[src/rtl/fifo_arb_pkg.sv]
// Shared types and default parameter values for the FIFO write arbiter.
package fifo_arb_pkg;

  // Arbiter FSM: waiting for a qualifying request, or locked to one owner.
  typedef enum logic {
    IDLE  = 1'b0,
    BURST = 1'b1
  } arb_state_t;

  localparam int DEF_WIDTH    = 8;
  localparam int DEF_NREQ     = 4;
  localparam int DEF_DEPTH    = 16;
  localparam int DEF_MIN_FREE = 4;
  localparam int DEF_TIMEOUT  = 15;

endpackage

[src/rtl/fifo_wr_arbiter_rr_picker.sv]
// Rotating-priority search: first asserted request starting one above the
// last owner, wrapping around.
module rr_picker
  import fifo_arb_pkg::*;
#(
  parameter int NREQ = DEF_NREQ,
  localparam int IDXW = $clog2(NREQ)
) (
  input  logic [NREQ-1:0] req,
  input  logic [IDXW-1:0] last,
  output logic [NREQ-1:0] winner,
  output logic            found
);

  logic [IDXW-1:0] cand;

  // Walk candidates last+1 .. last+NREQ (mod NREQ); the first hit wins.
  always_comb begin
    winner = '0;
    found  = 1'b0;
    cand   = '0;
    for (int k = 1; k <= NREQ; k++) begin
      cand = IDXW'((int'(last) + k) % NREQ);
      if (!found && req[cand]) begin
        winner[cand] = 1'b1;
        found        = 1'b1;
      end
    end
  end

endmodule

[src/rtl/fifo_wr_arbiter.sv]
// Burst-locking round-robin arbiter feeding a single FIFO write port.
// A grant is taken only when enough FIFO space is free; the owner keeps the
// port until its last word, or until it stays silent for TIMEOUT cycles.
module fifo_wr_arbiter
  import fifo_arb_pkg::*;
#(
  parameter int WIDTH    = DEF_WIDTH,
  parameter int NREQ     = DEF_NREQ,
  parameter int DEPTH    = DEF_DEPTH,
  parameter int MIN_FREE = DEF_MIN_FREE,
  parameter int TIMEOUT  = DEF_TIMEOUT,
  localparam int LVLW = $clog2(DEPTH)
) (
  input  logic                  CLK,
  input  logic                  rst_in,
  input  logic [NREQ*WIDTH-1:0] req_data_in,
  input  logic [NREQ-1:0]       req_valid_in,
  input  logic [NREQ-1:0]       req_last_in,
  output logic [NREQ-1:0]       req_ready_out,
  output logic [WIDTH-1:0]      fifo_data_out,
  output logic                  fifo_wr_out,
  input  logic                  fifo_full_in,
  input  logic [LVLW-1:0]       fifo_fill_lvl_in,
  output logic [NREQ-1:0]       grant_out,
  output logic                  timeout_out
);

  localparam int IDXW = $clog2(NREQ);
  localparam int CNTW = $clog2(TIMEOUT + 1);

  arb_state_t      state, state_nxt;
  logic [IDXW-1:0] owner, owner_nxt;
  logic [IDXW-1:0] last_owner, last_nxt;
  logic [CNTW-1:0] idle_cnt, cnt_nxt;

  logic [NREQ-1:0] winner;
  logic            found;
  logic [IDXW-1:0] win_idx;
  logic [NREQ-1:0] owner_oh;
  logic [LVLW:0]   free_cnt;
  logic            space_ok;
  logic            in_burst;
  logic            owner_valid;
  logic            owner_last;
  logic            idle_hit;

  rr_picker #(.NREQ(NREQ)) u_picker (
    .req    (req_valid_in),
    .last   (last_owner),
    .winner (winner),
    .found  (found)
  );

  // Free space in the FIFO, one slot always kept unused.
  assign free_cnt = (LVLW+1)'(DEPTH - 1) - {1'b0, fifo_fill_lvl_in};
  assign space_ok = (free_cnt >= (LVLW+1)'(MIN_FREE));

  // Reset masks every output in the same cycle, even mid-burst.
  assign in_burst    = (state == BURST) && !rst_in;
  assign owner_valid = req_valid_in[owner];
  assign owner_last  = req_last_in[owner];

  // Convert the picker's one-hot winner to an index for the owner register.
  always_comb begin
    win_idx = '0;
    for (int i = 0; i < NREQ; i++) begin
      if (winner[i]) win_idx = IDXW'(i);
    end
  end

  // One-hot view of the current owner.
  always_comb begin
    owner_oh        = '0;
    owner_oh[owner] = 1'b1;
  end

  // Route the owner's data to the FIFO write port.
  always_comb begin
    fifo_data_out = '0;
    for (int i = 0; i < NREQ; i++) begin
      if (owner == IDXW'(i)) fifo_data_out = req_data_in[i*WIDTH +: WIDTH];
    end
  end

  assign grant_out     = in_burst ? owner_oh : '0;
  assign req_ready_out = (in_burst && !fifo_full_in) ? owner_oh : '0;
  assign fifo_wr_out   = owner_valid & req_ready_out[owner];

  // The TIMEOUT-th consecutive silent cycle releases the port; a full FIFO
  // never counts as silence, so a stalled burst is held indefinitely.
  assign idle_hit    = in_burst && !fifo_full_in && !owner_valid &&
                       (idle_cnt == CNTW'(TIMEOUT - 1));
  assign timeout_out = idle_hit;

  // Next-state logic: grant from IDLE, release on last word or timeout.
  always_comb begin
    state_nxt = state;
    owner_nxt = owner;
    last_nxt  = last_owner;
    cnt_nxt   = idle_cnt;
    case (state)
      IDLE: begin
        cnt_nxt = '0;
        if (found && space_ok) begin
          state_nxt = BURST;
          owner_nxt = win_idx;
        end
      end
      BURST: begin
        if (fifo_wr_out && owner_last) begin
          state_nxt = IDLE;
          last_nxt  = owner;
          cnt_nxt   = '0;
        end else if (idle_hit) begin
          state_nxt = IDLE;
          last_nxt  = owner;
          cnt_nxt   = '0;
        end else if (fifo_wr_out || fifo_full_in) begin
          cnt_nxt = '0;
        end else if (!owner_valid) begin
          cnt_nxt = idle_cnt + CNTW'(1);
        end
      end
      default: state_nxt = IDLE;
    endcase
  end

  // State register; reset points the search at requester 0 first.
  always_ff @(posedge CLK) begin
    if (rst_in) begin
      state      <= IDLE;
      owner      <= '0;
      last_owner <= IDXW'(NREQ - 1);
      idle_cnt   <= '0;
    end else begin
      state      <= state_nxt;
      owner      <= owner_nxt;
      last_owner <= last_nxt;
      idle_cnt   <= cnt_nxt;
    end
  end

endmodule

[config.mk]
export PLATFORM = sky130hd
export DESIGN_NAME = fifo_wr_arbiter
export DESIGN_NICKNAME = d
export VERILOG_FILES = /design/src/rtl/fifo_arb_pkg.sv /design/src/rtl/fifo_wr_arbiter_rr_picker.sv /design/src/rtl/fifo_wr_arbiter.sv
export SDC_FILE = /design/constraint.sdc
export NUM_CORES = 1
export LEC_CHECK = 0
export CORE_UTILIZATION = 37
export DETAILED_ROUTE_END_ITERATION = 8
export GPL_ROUTABILITY_DRIVEN = 0
export GPL_TIMING_DRIVEN = 1
export PLACE_DENSITY_LB_ADDON = 0.2
export SETUP_SLACK_MARGIN = 0.1
export SLEW_MARGIN = 0
export SYNTH_ARGS = -nofsm -noshare
export SYNTH_HDL_FRONTEND = slang
export SYNTH_SLANG_ARGS = --single-unit
export TNS_END_PERCENT = 10
[constraint.sdc]
create_clock -name CLK -period 2.1 [get_ports CLK]
set_input_delay 0.42 -clock CLK [delete_from_list [all_inputs] [get_ports CLK]]
set_output_delay 0.42 -clock CLK [all_outputs]
set_load 0.02 [all_outputs]
==> results of run 1 <==
## flip-flops by register name, summed over array words and instances, names as in the netlist
register,cells
idle_cnt,4
last_owner,2
owner,2
state,1
## report_power, final
group / switching, uW / internal, uW
Clock: 63.7 / 73.3
Combinational: 169 / 229
Sequential: 10.4 / 181
## layout make-up
type / instances / area [sq um] / area share (%)
Multi-Input combinational cell: 87 / 860 / 46.5
Timing Repair Buffer: 81 / 716 / 38.8
Sequential cell: 9 / 184 / 9.96
Tap cell: 31 / 38.8 / 2.10
Clock buffer: 4 / 26.3 / 1.42
Inverter: 6 / 22.5 / 1.22
## worst max-delay path, stage by stage
cell	delay (ns)
sky130_fd_sc_hd__dlygate4sd2_1	0.25
sky130_fd_sc_hd__mux4_2	0.48
sky130_fd_sc_hd__or3_4	0.37
sky130_fd_sc_hd__nor2_4	0.09
sky130_fd_sc_hd__buf_6	0.12
## synthesized netlist by cell type (2+ instances only)
library cell and n:
sky130_fd_sc_hd__a211oi_2 2, sky130_fd_sc_hd__a21oi_1 4, sky130_fd_sc_hd__a21oi_2 3, sky130_fd_sc_hd__a221oi_1 2, sky130_fd_sc_hd__buf_2 2, sky130_fd_sc_hd__buf_6 2, sky130_fd_sc_hd__dfxtp_1 9, sky130_fd_sc_hd__ha_1 9
sky130_fd_sc_hd__inv_1 6, sky130_fd_sc_hd__mux4_2 13, sky130_fd_sc_hd__nand2_1 8, sky130_fd_sc_hd__nand2b_1 2, sky130_fd_sc_hd__nand3b_1 4, sky130_fd_sc_hd__nand4_1 2, sky130_fd_sc_hd__nor2_1 11, sky130_fd_sc_hd__nor3_1 4
sky130_fd_sc_hd__o211ai_1 2
## per-layer routing
layer / vias up / share of wire, % / global-route usage, %
met5: - / 0 / 0
met4: 0 / 0 / 3.93
met3: 0 / 4.0 / 5.12
met2: 28 / 56 / 40.1
met1: 571 / 40 / 23.2
li1: 569 / - / -
## cell families (layout without fill, tap and decap cells)
family,Yosys count,in the layout,share of synthesized area [%]
buffers and inverters,11,91,5.49
muxes,13,13,27.3
xor gates and xnor gates,1,1,0.818
DFF,9,9,16.8
adders and majority gates,9,9,10.5
and+or+nand+nor,44,44,23.5
AOI/OAI and AO/OA,20,20,15.5
## worst max-delay path by stage
stage	from	end	slack, ns	cells past startpoint
final	req_valid_in[0]	timeout_out	-0.05	5
after global routing	owner[1]$_SDFFE_PP0P_	timeout_out	-0.11	4
after CTS	owner[1]$_SDFFE_PP0P_	timeout_out	-0.04	4
after detailed placement	req_valid_in[3]	timeout_out	-0.83	5
after global placement	req_valid_in[3]	timeout_out	-0.80	5
after floorplan	owner[1]$_SDFFE_PP0P_	timeout_out	0.13	4
## through the flow
stage | setup TNS (ns) | utilization [%] | hold WS (ns) | cells | cell area [sq um]
after global placement | -5.46 | 66.6 | 0.458 | 213 | 1840
final | -0.0713 | 67.0 | 0.479 | 218 | 1850
after floorplan | 0 | - | 0.441 | 107 | 1080
after detailed placement | -6.29 | 66.6 | 0.472 | 213 | 1840
after global routing | -0.191 | 67.0 | 0.522 | 218 | 1850
after CTS | -0.0465 | 67.9 | 0.483 | 218 | 1870
## timing repair
item,CTS,global route
buffers inserted,1,0
gates cloned,0,0
resized for setup,84,12
endpoints found under the setup margin,20,17
pin swaps,2,0
==> run summary, run 1 <==
Summed over all nets, the half-perimeter wirelength after detailed placement is 2600 um. The number of global-route vias before repair was 1182. The layout overhead on the synthesized area was 72.4%; the proportion of register bits with asynchronous set or reset after synthesis was 0%. Highest achievable clock rate: 464 MHz.

The clock reaches the later pin of the worst-skew pair after 0.27 ns. For the first-pass GRT wire length, the log shows 5130 um. STA classifies the critical path endpoint as an output port.

Setup repair after global routing could not meet its margin everywhere. Power comes to 726 uW. The number of diodes was 0; the initial antenna violation count was 0. The clock tree root buffer cell was sky130_fd_sc_hd__clkbuf_4. For the site row count, the log shows 19. The depth of the worst register-to-register path is 7. The height of the chip is 55.8 um. The number of H-tree branching levels was 1.

Fraction of layout instances using a drive strength above 1: 38.0%. After synthesis the netlist holds a flip-flop and latch count of 9. Number of clock sinks: 9. Across the VDD grid, the largest voltage drop is 0.000332 V.

The count of input and output buffers was 62. The flop-to-flop setup slack came out at 0.19 ns. The filler cells instantiated in the layout total 224.

After technology mapping, the gate count stands at 107. Clock-pin slew was measured on the worst setup and hold paths at 0.06 ns. Dividing the detail-routed wire length by the instance count gives 13.8 um. Summed over all cells, the static leakage comes to 0.000758 uW.

The number of routed nets with antenna violations is 0, and the slack of the critical path is -0.0543 ns. The tools report the launching point of the worst reg2reg path as owner[1]$_SDFFE_PP0P_. After detailed routing, the total wire length is 3010 um. The worst pin sits at a relative slew slack of 79.2%.

After synthesis, the netlist uses 39 different library cells. The run gives 163 as the synthesized netlist net count. At the pin with the least slew margin, the transition time is 0.313 ns. The warning count from the yosys run was 0; the number of failing hold endpoints at the final stage was 0.

The DRC violation count after routing was 0. The overall global routing resource usage was 20.9%; the power density of the placed cells was 393 nW/um^2. STA puts the critical path data required time at 1.68 ns. The count of cells along the worst hold path works out to 1. The library cell used most frequently in the layout, excluding fill and tap cells, is sky130_fd_sc_hd__clkdlybuf4s50_1. Critical path data arrival time: 1.73 ns. The initial utilization of the core area, before any placement, comes to 38.8%. The type of the setup path with the least slack was input port to output port. The tools report the number of max-slew violations in the final report as 0. The launch instance of the worst min-delay path is idle_cnt[0]$_SDFFE_PP0P_.

The worst path uses 103% of the clock period. The largest area contributor in the netlist is sky130_fd_sc_hd__mux4_2. Setup violations remaining at the end of the flow were counted as 2. The reported max-cap violation count came out at 0. TritonCTS built the clock tree. The number of detailed-route iterations in the first pass is 4.

Along the worst path, the maximum fanout reaches 2. The die outline area came out at 3110 sq um. The proportion of netlist area held by the largest area contributor came out at 27.3%. The maximum number of pins on one net before global-route repair is 17. Summed over all layers, the global routing overflow is 0. The flow ran to the end, but the final reports show violations.

For the total of hold buffers inserted after clock tree synthesis, the log shows 0. In the final design database the tool counted 244 nets. The final reports fail on negative setup slack. The routed layout has 1168 vias. The maximum root-to-sink buffer count was 2; the portion of the post-synthesis area used by sequential elements was 16.8%. The tools report the terminus of the critical flop-to-flop path as state$_SDFF_PP0_.

The mapped netlist covers 1070 sq um. The top cell types in the final layout, fill and taps aside, are 40 x sky130_fd_sc_hd__clkdlybuf4s50_1, 21 x sky130_fd_sc_hd__buf_4, 13 x sky130_fd_sc_hd__mux4_2. Across the routed clock network, the largest skew measured is 0.00897 ns. From left edge to right edge, the die measures 55.8 um. The worst path in the final design needs a cycle of 2.15 ns, including I/O delays and setup.

Using the TritonRoute via totals, the vias-per-cell ratio works out to 5.36. The core region is 2760 sq um. The critical path startpoint category was an input port. After the first detailed-routing iteration, the DRC count stood at 27.

The primary flip-flop cell chosen by synthesis mapping was sky130_fd_sc_hd__dfxtp_1. The hold-critical path endpoint was idle_cnt[0]$_SDFFE_PP0P_. The run gives 65 as the number of placed I/O pins. Class of the tightest hold or removal check: flip-flop to flip-flop. Averaged over all synthesized cells, the footprint is 10.0 sq um. Clock tree synthesis inserted a total of 3 buffers. Timing analysis after detailed placement gives a worst setup slack of -0.832 ns. Yosys mapped a number of flops with a built-in enable equal to 0. After synthesis, the cell types taking the most area are sky130_fd_sc_hd__mux4_2 27%, sky130_fd_sc_hd__dfxtp_1 17%, sky130_fd_sc_hd__ha_1 11%, sky130_fd_sc_hd__nor2_1 3.9%, sky130_fd_sc_hd__nand2_1 2.8%.
Power figures use the tool's default switching activity.
==> run 2, diff against run 1 <==
--- a/config.mk
+++ b/config.mk
@@ -6,6 +6,7 @@
 export NUM_CORES = 1
 export LEC_CHECK = 0
 export CORE_UTILIZATION = 37
+export CTS_CLUSTER_DIAMETER = 150
 export DETAILED_ROUTE_END_ITERATION = 8
 export GPL_ROUTABILITY_DRIVEN = 0
 export GPL_TIMING_DRIVEN = 1
==> constraint.sdc (replaced) <==
create_clock -name CLK -period 2.1 [get_ports CLK]
set_input_delay 0.42 -clock CLK [delete_from_list [all_inputs] [get_ports CLK]]
set_output_delay 0.42 -clock CLK [all_outputs]
set_load 0.05 [all_outputs]
==> run 2 against run 1 <==
- the flow still finishes with violations (negative setup slack)
- non-clock buffer count down 1
- count of clock-buffer cells in the layout unchanged
- largest power group unchanged
- maximum frequency down 1.1%
- clock power down 4%
- critical path type is now flip-flop to output port
- hold slack about the same
- sequential share of layout area down 0.89 points
- critical path depth down 1
- sequential power about the same
- largest cell class unchanged
- cell area up 9.1%
- combinational power up 31%
==> run summary, run 2 (same netlist as run 1, synthesis figures left out) <==
VDD sags by at most 0.000560 V. The run gives 3330 um as the final wirelength. The number of antenna diodes in the final layout is 0.

Clock tree synthesis inserted a total of 3 buffers. The first global-routing pass estimated 5300 um of wire. The total congestion overflow after global routing was 0.

The tools report the footprint of the flip-flops and latches as 183 sq um. The tools report the worst slew margin relative to its limit as 80.9%. The total area inside the core boundary comes to 2760 sq um. The floorplan has 19 rows. The worst setup path is captured at an output port. The setup TNS was -0.0783 ns. For the pin with the worst max-slew slack, the measured transition is 0.285 ns. The routed design could run at a clock period as short as 2.18 ns.

TritonCTS built the clock tree. For the initial antenna violation count, the log shows 0. The flow ran to the end, but the final reports show violations. The slack of the critical path was -0.0783 ns. Ranked by flip-flop count, first place goes to idle_cnt.

In the final layout, the registers with the most flip-flops are idle_cnt (4), last_owner (2), owner (2). The final reports fail on negative setup slack. The clock tree root buffer cell was sky130_fd_sc_hd__clkbuf_4. Cells with a size suffix above 1 make up 40.3% of the layout.

The initial utilization of the core area, before any placement, comes to 38.8%. The worst setup path is launched from a flip-flop. The logs give 1187 for the overall via count from detail_route and 212 for the cell count after placement. The pre-antenna-repair detailed-routing pass consisted of 4 iterations. The final cycle utilization of the critical path is 104%. The count of input and output buffers came out at 62. The analysis attributes to cell leakage a power of 0.000790 uW.

In the final design database the tool counted 243 nets. The logs give 2 for the maximum root-to-sink buffer count and 0.479 ns for the hold slack. The top cell types in the final layout, fill and taps aside, are 40 x sky130_fd_sc_hd__clkdlybuf4s50_1, 24 x sky130_fd_sc_hd__buf_4, 13 x sky130_fd_sc_hd__mux4_2. The HPWL after detailed placement is 2690 um. The run gives 65 as the number of placed I/O pins. The worst setup path is of the flip-flop to output port kind. For the total area of multi-input combinational cells, the log shows 901 sq um. In this run the horizontal extent of the chip is 55.8 um. Summing all placed instances gives a cell area of 1900 sq um. The latest clock arrival within the worst-skew pair was 0.26 ns. The die is 55.8 um tall. Once detail routing completed, the nets flagged for antenna violations numbered 0. DRC violation count after routing: 0. The required time of the critical path was 1.68 ns; the die outline area was 3110 sq um. Dividing the detail-routed via count by the number of cells gives 5.47.

Once layout is done, the placed cells without fillers occupy 2010 sq um. The total of hold buffers inserted after clock tree synthesis was 0; the layout overhead on the synthesized area was 88.1%. The final-report setup violation count is 1.

The register with the most flip-flops in the layout has 4 of them. Setup repair after global routing could not meet its margin everywhere. The number of global-route vias before repair is 1195, and the number of clock sinks is 9.

The count of filler cells inserted in the layout came out at 191. The critical path data arrival time came out at 1.76 ns. The class of the tightest hold or removal check is flip-flop to flip-flop.

Average wire per cell in the routed design: 15.4 um. Entering global routing, the biggest net connects 17 pins. Dividing total power by cell area gives a power density of 418 nW/um^2. After clock tree synthesis, the clock-pin slew on the worst setup and hold paths is 0.07 ns.

The library cell used most frequently in the layout, excluding fill and tap cells, is sky130_fd_sc_hd__clkdlybuf4s50_1. The count of cells in the finished layout, fillers not included, comes to 217. The tools report the number of H-tree branching levels as 1. Across the run, the number of max-cap violations was 0. The biggest fanout along the worst timing path came out at 2. The logs give 0.00886 ns for the post-route clock skew and 0 for the number of max-slew violations in the final report. Static timing analysis puts the maximum clock frequency at 459 MHz. The tools report the number of failing hold endpoints at the final stage as 0. In this run, the number of DRC markers left after iteration 0 of detailed routing was 55. For the overall global routing resource usage, the log shows 21.2%.
run 2: cell count changes in the layout (fill, tap and decap cells not counted), moves of 3 or more:
cell                     previous run  this run
sky130_fd_sc_hd__nor2_1            10         6
sky130_fd_sc_hd__buf_2             11         0
sky130_fd_sc_hd__buf_12             1        10
sky130_fd_sc_hd__nor2_4             1         4
sky130_fd_sc_hd__buf_4             21        24
run 2: final cells by class:
type	count	share of cell area (%)
well taps	31	1.93
repair buffers	80	41.9
inverters	6	1.12
multi-input cells	87	44.7
flip-flops and latches	9	9.07
clock buffers	4	1.30
run 2: power breakdown:
group / internal [uW] / switching, uW / total (uW) / leakage [uW]
Sequential: 181 / 10.8 / 192 / 0.0000741
Combinational: 258 / 262 / 520 / 0.000701
Clock: 73.0 / 57.9 / 131 / 0.0000150
Total: 512 / 330 / 842 / 0.000790
run 2: worst paths after layout:
path                                                  from                        to  slack (ns)  cells after the start
worst max-delay path                 owner[1]$_SDFFE_PP0P_               timeout_out       -0.08                      4
worst min register to register    idle_cnt[0]$_SDFFE_PP0P_  idle_cnt[0]$_SDFFE_PP0P_        0.48                      1
worst min-delay path              idle_cnt[0]$_SDFFE_PP0P_  idle_cnt[0]$_SDFFE_PP0P_        0.48                      1
worst max register to register  last_owner[1]$_SDFFE_PP1P_     owner[0]$_SDFFE_PP0P_        0.20                      7
run 2: critical path: stages, from the launching register on:
cell                      delay, ns
sky130_fd_sc_hd__dfxtp_2       0.35
sky130_fd_sc_hd__mux4_2        0.53
sky130_fd_sc_hd__or3_4         0.37
sky130_fd_sc_hd__nor2_4        0.11
sky130_fd_sc_hd__buf_12        0.14
run 2: what timing repair did:
item                       in CTS  in global routing
resized for setup              21                  7
setup buffers                   1                  0
pin swaps                       2                  3
setup endpoints to repair      18                 18
gates cloned                    0                  0
hold endpoints to repair        0                  0
run 2: stage by stage:
step	util [%]	setup WS, ns	power [uW]
2_1_floorplan	-	-0.156	482
3_3_place_gp	69.0	-0.370	673
3_5_place_dp	69.0	-0.395	685
4_1_cts	71.9	-0.0741	834
5_1_grt	73.0	-0.117	878
6_report	73.0	-0.0783	842
run 2: layer usage:
metal	up-vias	wire length, um	part of all wire, %	global-route usage [%]
met5	-	0	0	0
met4	0	43	1.3	5.71
met3	8	153	4.6	4.19
met2	57	1830	55	39.2
met1	559	1310	39	24.6
li1	563	-	-	-
==> run 3, diff against run 2 <==
--- a/config.mk
+++ b/config.mk
@@ -10,6 +10,7 @@
 export DETAILED_ROUTE_END_ITERATION = 8
 export GPL_ROUTABILITY_DRIVEN = 0
 export GPL_TIMING_DRIVEN = 1
+export MAX_ROUTING_LAYER = met4
 export PLACE_DENSITY_LB_ADDON = 0.2
 export SETUP_SLACK_MARGIN = 0.1
 export SLEW_MARGIN = 0
==> run 3 against run 2 <==
- the run still ends with negative setup slack left
- power hardly changed
- count of clock-buffer cells in the layout stayed put
- critical path type unchanged
- hold slack hardly changed
- cell area unchanged
- cell count did not move
==> run summary, run 3 (same netlist as run 1, synthesis figures left out) <==
Setup repair after global routing could not meet its margin everywhere. The first global-routing pass estimated 5310 um of wire. Type of the setup path with the least slack: flip-flop to output port.

The tools report the DRC violation count after routing as 0. Max-cap violations in this run came to 0. The wire-length estimate of the detail-placed layout is 2690 um.

The tools report the maximum number of pins on one net before global-route repair as 17. The first routing iteration left 56 violations. The total of hold buffers inserted after clock tree synthesis came out at 0. Number of H-tree branching levels: 1. The largest registers in the layout are idle_cnt (4), last_owner (2), owner (2).

The height of the chip was 55.8 um. The multi-input combinational cells in the finished layout cover a total of 901 sq um. For this configuration, the core starts out at a cell density of 38.8%. The run gives 0 as the initial antenna violation count.

The count of cells along the worst hold path was 1. Number of routed nets with antenna violations: 0. Subtracting the final worst setup slack from the clock period gives 2.18 ns. The worst hold path begins at idle_cnt[0]$_SDFFE_PP0P_. After layout, the worst path uses 104% of the clock period. In this run the deepest clock path goes through 2 buffers. Across the VDD grid, the largest voltage drop is 0.000560 V.

The logs give 842 uW for the total power draw and 1 for the final-report setup violation count. The number of flip-flops in the largest register is 4. The fraction of layout instances using a drive strength above 1 works out to 40.3%.

Setup total negative slack on the finished layout was measured at -0.0784 ns. The number of antenna diodes in the final layout is 0. The number of clock sinks is 9. Setup slack on the worst reg-to-reg path comes out at 0.19 ns. The tools report the number of max-slew violations in the final report as 0. The tools report the number of nets in the layout as 243.

For the worst flop-to-flop path, the logic depth is 7. For this block, the routed nets add up to 3360 um of wire. Post-route clock skew: 0.00799 ns. More flip-flops sit in one register than any other, and that register is idle_cnt. The area of the core region is 2760 sq um, and the actual transition at the worst max-transition pin is 0.281 ns.

Global routing consumed, over all layers together, 21.8% of the routing resources. 65 I/O pins were placed. The die outline area came out at 3110 sq um. The most common cell after layout, fill and taps aside was sky130_fd_sc_hd__clkdlybuf4s50_1. At the later pin of the worst-skew pair, clock insertion delay measures 0.25 ns.

The run gives 191 as the count of filler cells inserted in the layout. The run gives -0.0784 ns as the slack of the critical path. The logs give 81.2% for the worst slew margin relative to its limit and 459 MHz for the highest achievable clock rate. The total overflow left after global routing is 0.

The power density of the placed cells came out at 418 nW/um^2. The layout overhead on the synthesized area came out at 88.1%. The tools report the number of failing hold endpoints at the final stage as 0. The final reports fail on negative setup slack.

In the routed layout, each cell is associated on average with a via count of 5.46. The number of global-route vias before repair is 1196. The width of the die was 55.8 um.

The path with the worst hold slack has its endpoint at idle_cnt[0]$_SDFFE_PP0P_. The tools report the number of buffers created by CTS as 3. In this run the critical register-to-register path is captured at owner[1]$_SDFFE_PP0P_. For the static leakage, the log shows 0.000790 uW. The root buffer cell chosen for the clock tree is sky130_fd_sc_hd__clkbuf_4. The worst register-to-register path begins at last_owner[1]$_SDFFE_PP1P_. TritonCTS built the clock tree. The required time of the critical path was 1.68 ns.

The run finished, with violations left. The tools report the type of destination of the critical path as an output port. The overall via count from detail_route is 1185, and the critical path data arrival time is 1.76 ns. Along the worst path, the maximum fanout reaches 2. The first detailed-routing pass took 4 iterations. In this run the core area contains 19 standard-cell rows. The footprint of the flip-flops and latches is 183 sq um. In the final routed layout, each cell accounts on average for 15.5 um. STA classifies the critical path startpoint as a flip-flop.

The clock-pin slew on the worst setup and hold paths was 0.06 ns. In the layout the commonest cells are 40 x sky130_fd_sc_hd__clkdlybuf4s50_1, 24 x sky130_fd_sc_hd__buf_4, 13 x sky130_fd_sc_hd__mux4_2. The count of buffers added on input and output ports is 62.

In this run the worst hold path is classified as flip-flop to flip-flop.
## run 3: cell counts in the layout (fill, tap and decap cells not counted)
No cell type changed its count.
## run 3: per-stage QoR
stage          setup slack (ns)  util [%]  area, sq um  instances  hold WS, ns
2_1_floorplan            -0.156         -         1080        107        0.441
3_3_place_gp             -0.370      69.0         1900        212        0.456
3_5_place_dp             -0.395      69.0         1900        212        0.469
4_1_cts                 -0.0741      71.9         1980        217        0.481
5_1_grt                  -0.117      73.0         2010        217        0.516
6_report                -0.0784      73.0         2010        217        0.480
## run 3: layout make-up
cell class                 instances  share of cell area [%]
timing repair buffer              80                    41.9
sequential                         9                    9.07
tap                               31                    1.93
multi-input combinational         87                    44.7
clock buffer                       4                    1.30
inverter                           6                    1.12
## run 3: critical path: stages, from the launching register on
cell	delay (ns)
sky130_fd_sc_hd__dfxtp_2	0.35
sky130_fd_sc_hd__mux4_2	0.53
sky130_fd_sc_hd__or3_4	0.37
sky130_fd_sc_hd__nor2_4	0.11
sky130_fd_sc_hd__buf_12	0.14
## run 3: metal layers
metal / track usage, % / wire length, um
met5: - / 0
met4: 5.71 / 43
met3: 4.42 / 143
met2: 39.8 / 1820
met1: 24.1 / 1360
## run 3: what timing repair did
item,in CTS,in global routing
endpoints found under the setup margin,18,18
pin swaps,2,3
setup buffers,1,0
resized for setup,21,7
## run 3: worst max-delay path by stage
stage,startpoint,slack (ns),endpoint
2_1_floorplan,owner[0]$_SDFFE_PP0P_,-0.16,grant_out[0]
3_3_place_gp,req_valid_in[3],-0.37,timeout_out
3_5_place_dp,req_valid_in[1],-0.40,timeout_out
4_1_cts,owner[1]$_SDFFE_PP0P_,-0.07,timeout_out
5_1_grt,owner[1]$_SDFFE_PP0P_,-0.12,timeout_out
6_report,owner[1]$_SDFFE_PP0P_,-0.08,timeout_out
## run 3: power breakdown
group / internal [uW] / total (uW) / switching (uW) / leakage [uW]
registers: 181 / 192 / 10.8 / 0.0000741
logic: 258 / 520 / 263 / 0.000701
clock network: 73.0 / 130 / 57.4 / 0.0000150
total: 512 / 842 / 331 / 0.000790
